[src/rtl/mul_tag_aligner.sv]
// mul_tag_aligner: issues operand pairs to the fp32 multiplier and re-attaches row/last tags to its results
module mul_tag_aligner #(
    parameter int DATA_WIDTH = 32,
    parameter int ROW_W      = 16,
    parameter int DEPTH      = 16,
    parameter int CNT_W      = $clog2(DEPTH + 1)
) (
    input  logic                  clk,
    input  logic                  rstn,
    input  logic                  s_valid,
    output logic                  s_ready,
    input  logic [DATA_WIDTH-1:0] s_a,
    input  logic [DATA_WIDTH-1:0] s_b,
    input  logic [ROW_W-1:0]      s_row,
    input  logic                  s_last,
    output logic [DATA_WIDTH-1:0] mul_a,
    output logic [DATA_WIDTH-1:0] mul_b,
    output logic                  mul_in_valid,
    input  logic                  mul_in_ready,
    input  logic                  mul_out_valid,
    output logic                  mul_out_ready,
    input  logic [DATA_WIDTH-1:0] mul_c,
    output logic                  m_valid,
    input  logic                  m_ready,
    output logic [DATA_WIDTH-1:0] m_data,
    output logic [ROW_W-1:0]      m_row,
    output logic                  m_last,
    output logic [CNT_W-1:0]      outstanding,
    output logic [15:0]           rows_done,
    output logic                  err_orphan
);
    localparam int PTR_W = $clog2(DEPTH);

    logic [ROW_W:0]   tags [DEPTH];
    logic [PTR_W-1:0] wr_ptr, rd_ptr;
    logic             full, empty, push, pop;

    // Handshake gating from the registered occupancy only, so neither side sees a bypass path
    always_comb begin
        full          = outstanding == CNT_W'(DEPTH);
        empty         = outstanding == '0;
        mul_in_valid  = s_valid & ~full;
        s_ready       = mul_in_ready & ~full;
        m_valid       = mul_out_valid & ~empty;
        mul_out_ready = m_ready & ~empty;
        push          = s_valid & s_ready;
        pop           = m_valid & m_ready;
        mul_a         = s_a;
        mul_b         = s_b;
        m_data        = mul_c;
        {m_row, m_last} = tags[rd_ptr];
    end

    // Tag storage: capture row/last at the moment the pair is issued
    always_ff @(posedge clk) begin
        if (push) tags[wr_ptr] <= {s_row, s_last};
    end

    // Pointers, in-flight count, delivered-row counter and sticky orphan flag
    always_ff @(posedge clk) begin
        if (!rstn) begin
            wr_ptr      <= '0;
            rd_ptr      <= '0;
            outstanding <= '0;
            rows_done   <= '0;
            err_orphan  <= 1'b0;
        end else begin
            if (push) wr_ptr <= wr_ptr + PTR_W'(1);
            if (pop) rd_ptr <= rd_ptr + PTR_W'(1);
            if (push != pop) outstanding <= push ? outstanding + CNT_W'(1) : outstanding - CNT_W'(1);
            if (pop && m_last) rows_done <= rows_done + 16'd1;
            if (mul_out_valid && empty) err_orphan <= 1'b1;
        end
    end
endmodule

[config.mk]
export PLATFORM = sky130hd
export DESIGN_NAME = mul_tag_aligner
export DESIGN_NICKNAME = d
export VERILOG_FILES = /design/src/rtl/mul_tag_aligner.sv
export SDC_FILE = /design/constraint.sdc
export NUM_CORES = 1
export LEC_CHECK = 0
export ABC_AREA = 1
export CORE_ASPECT_RATIO = 0.75
export CORE_MARGIN = 2
export CORE_UTILIZATION = 47
export CTS_CLUSTER_SIZE = 20
export DETAILED_ROUTE_END_ITERATION = 12
export PLACE_DENSITY = 0.78
export SYNTH_ARGS = -nofsm -noshare
export SYNTH_HDL_FRONTEND = slang
export SYNTH_SLANG_ARGS = --single-unit
export TNS_END_PERCENT = 30
[constraint.sdc]
create_clock -name clk -period 2.25 [get_ports clk]
set_input_delay 0.3375 -clock clk [delete_from_list [all_inputs] [get_ports clk]]
set_output_delay 0.3375 -clock clk [all_outputs]
set_load 0.01 [all_outputs]
==> run_results.csv <==
group,metric,value,unit
die,ios,258,
timing,finalMaxSlewViolations,0,
cts,clk_pin_slew,0.06,ns
die,die_h,148,um
die,die_width,196,um
pwr,p_leak,5.30,nW
die,rows,52,
finish,multiInputGateArea,3360,sq um
setup_path,worstSetupStartpointType,"flip-flop",
pwr,cellPowerDensity,852,nW/um^2
route,wl,33400,um
cts,h-tree-depth,1,
synthesis,async_flop_share,0,%
cts,clock_latency,0.56,ns
synthesis,synthMuxAreaShare,0,%
finish,n_fill_cell,2029,
route,antenna_left,0,
run,max_cap_violations,0,
finish,register_area,8860,sq um
min_path,hp-class,"primary input to flip-flop",
timing,layout_setup_ws,-0.254,ns
global_route,grt_max_degree,36,
timing,worst_pin_slew,0.598,ns
cts,cts_buffer_depth,3,
finish,diodes,0,
synthesis,synthDistinctLibCells,31,
finish,fin_nets,1252,
global_route,grt_pass1_vias,8698,
global_route,antenna_found_initial,0,
placed_design,place_hpwl,18200,um
setup_path,path_class,"flip-flop to output pin",
timing,period_share,111,%
setup_path,endpoint_kind,"output pin",
global_route,gr-total-overflow,0,
synthesis,synth_area_per_cell,11.8,sq um
finish,final_common_cell,"edfxtp_1",
min_path,hold_start,"rstn",
cts,cts_sinks,306,
route,drt_iter0_drc,1016,
synthesis,synth-xor-area-share,0.134,%
cts,root_buffer,"clkbuf_16",
status,status,"finished with violations",
timing,rsz0062_at_grt,"yes",
synthesis,synth_top_family_by_area,"compound AO/OA/AOI/OAI gates",
timing,hold_ws,0.467,ns
synthesis,syn-cell-area,13000,sq um
finish,area_growth,19.2,%
die,coreArea,27100,sq um
synthesis,synth-seq-area-share,67.8,%
setup_path,arrival,2.17,ns
setup_path,required,1.91,ns
finish,fin_util,57.3,%
cts,cts_tree,"yes",
synthesis,yosys_warnings,0,
global_route,grt_usage,22.5,%
synthesis,synth_flop_cell,"edfxtp_1",
finish,layout-drive-gt1-share,20.7,%
global_route,grt_pass1_wl,49800,um
pwr,vdd_drop_max,0.000681,V
synthesis,yosys.area_share.simple,10.7,%
timing,slew_headroom,60.0,%
status,violations,"negative setup slack",
die,die_area,29100,sq um
die,start_util,48.1,%
synthesis,synthAdderAreaFrac,1.02,%
synthesis,ys_ff_latch,306,
route,vias_per_cell,5.95,
route,via_count,8899,
synthesis,syn_inst,1103,
route,route.detailed.drc,0,
cts,cts_buffers,29,
route,routedWlPerCell,22.3,um
timing,setup_viol,17,
timing,fmax,0.399,GHz
timing,clock_skew,0.0154,ns
synthesis,synth_edf_count,272,
placed_design,gp_congestion,0.809,
finish,mostFrequentLayoutCells,"272 x edfxtp_1, 158 x nor2_1, 82 x nand2_1",
setup_path,worstPathMaxFanout,7,
timing,fin_crit,2.50,ns
route,drt_pre_antenna_iters,5,
timing,hold_viol,0,
placed_design,io_buffers,65,
synthesis,syn-num-nets,1232,
synthesis,synth_compound_area_share,11.2,%
layout make-up:
class / instances / share of cell area (%)
clock buffer: 35 / 4.81
timing repair buffer: 145 / 11.7
sequential: 306 / 57.0
tap: 351 / 2.82
multi-input combinational: 595 / 21.6
clock inverter: 18 / 0.901
inverter: 46 / 1.20
final timing paths:
kind | to | cells after the start | slack, ns
setup / recovery | m_row[15] | 8 | -0.25
hold / removal | rd_ptr[0] | 3 | 0.47
setup reg to reg | rows_done[11] | 13 | 0.21
hold reg to reg | err_orphan | 2 | 0.47
metal layers:
layer / vias to the layer above / routed length [um] / GRT usage, % / part of all wire (%)
met2: 527 / 15900 / 34.8 / 48
met1: 4340 / 13000 / 30.4 / 39
li1: 3933 / - / - / -
met5: - / 0 / 0.505 / 0
met3: 99 / 3400 / 5.01 / 10
met4: 0 / 1070 / 10.7 / 3.2
worst max-delay path: stages, from the launching register on:
cell and delay (ns):
dfxtp_4 0.47, clkinv_8 0.12, buf_8 0.17, clkbuf_16 0.17
o21ai_2 0.12, o22ai_1 0.09, o211ai_1 0.20, nand2_1 0.10
buf_2 0.15
logic make-up (layout without fill, tap and decap cells):
| group | Yosys count | in the layout |
|---|---|---|
| AO/OA/AOI/OAI | 243 | 243 |
| XOR/XNOR | 2 | 2 |
| adder cells (fa/ha/maj) | 10 | 10 |
| buffers and inverters | 202 | 244 |
| flip-flops | 306 | 306 |
| AND/OR/NAND/NOR | 340 | 340 |
flip-flops by register name, summed over array words and instances (netlist names), named ones only:
name and flops:
err_orphan 1, outstanding 5, rd_ptr 4, rows_done 16
tags 272, wr_ptr 4
timing repair:
item,CTS,global route
resized for setup,196,43
buffers inserted,13,1
hold buffers,0,0
endpoints found under the hold margin,0,0
setup endpoints to repair,17,21
cloned,10,2
pin swaps,62,29
per-stage QoR:
stage | worst slack, ns | setup TNS (ns) | total power, W | instances | cell area [sq um]
finish | -0.254 | -2.99 | 0.0132 | 1496 | 15500
global route | -0.302 | -4.33 | 0.0137 | 1496 | 15500
CTS | -0.195 | -2.54 | 0.0131 | 1494 | 15400
detailed placement | 0.0282 | 0 | 0.00820 | 1418 | 13900
global placement | 0.0642 | 0 | 0.00815 | 1418 | 13900
floorplan | -0.00694 | -0.581 | 0.00764 | 1103 | 13000
cells in the mapped netlist, types with 5 or more instances:
cell | count | share of area, %
edfxtp_1 | 272 | 63
ha_1 | 9 | 0.86
a21oi_1 | 27 | 1.0
buf_6 | 5 | 0.43
inv_1 | 43 | 1.2
o21ai_0 | 122 | 4.7
nor2_1 | 188 | 5.4
buf_4 | 101 | 5.8
clkbuf_1 | 43 | 1.2
o211ai_1 | 11 | 0.63
o22ai_1 | 11 | 0.53
nand2_1 | 86 | 2.5
nand3_1 | 55 | 2.1
dfxtp_1 | 34 | 5.2
buf_2 | 7 | 0.27
o221ai_1 | 53 | 3.6
o21ai_1 | 16 | 0.61
nand3_2 | 5 | 0.38
power by group:
part	internal, W	switching [W]
clock network	0.00251	0.00212
registers	0.00629	0.0000930
logic	0.000996	0.00123
total	0.00979	0.00345
Note: power is estimated with default switching activity, not from simulation.
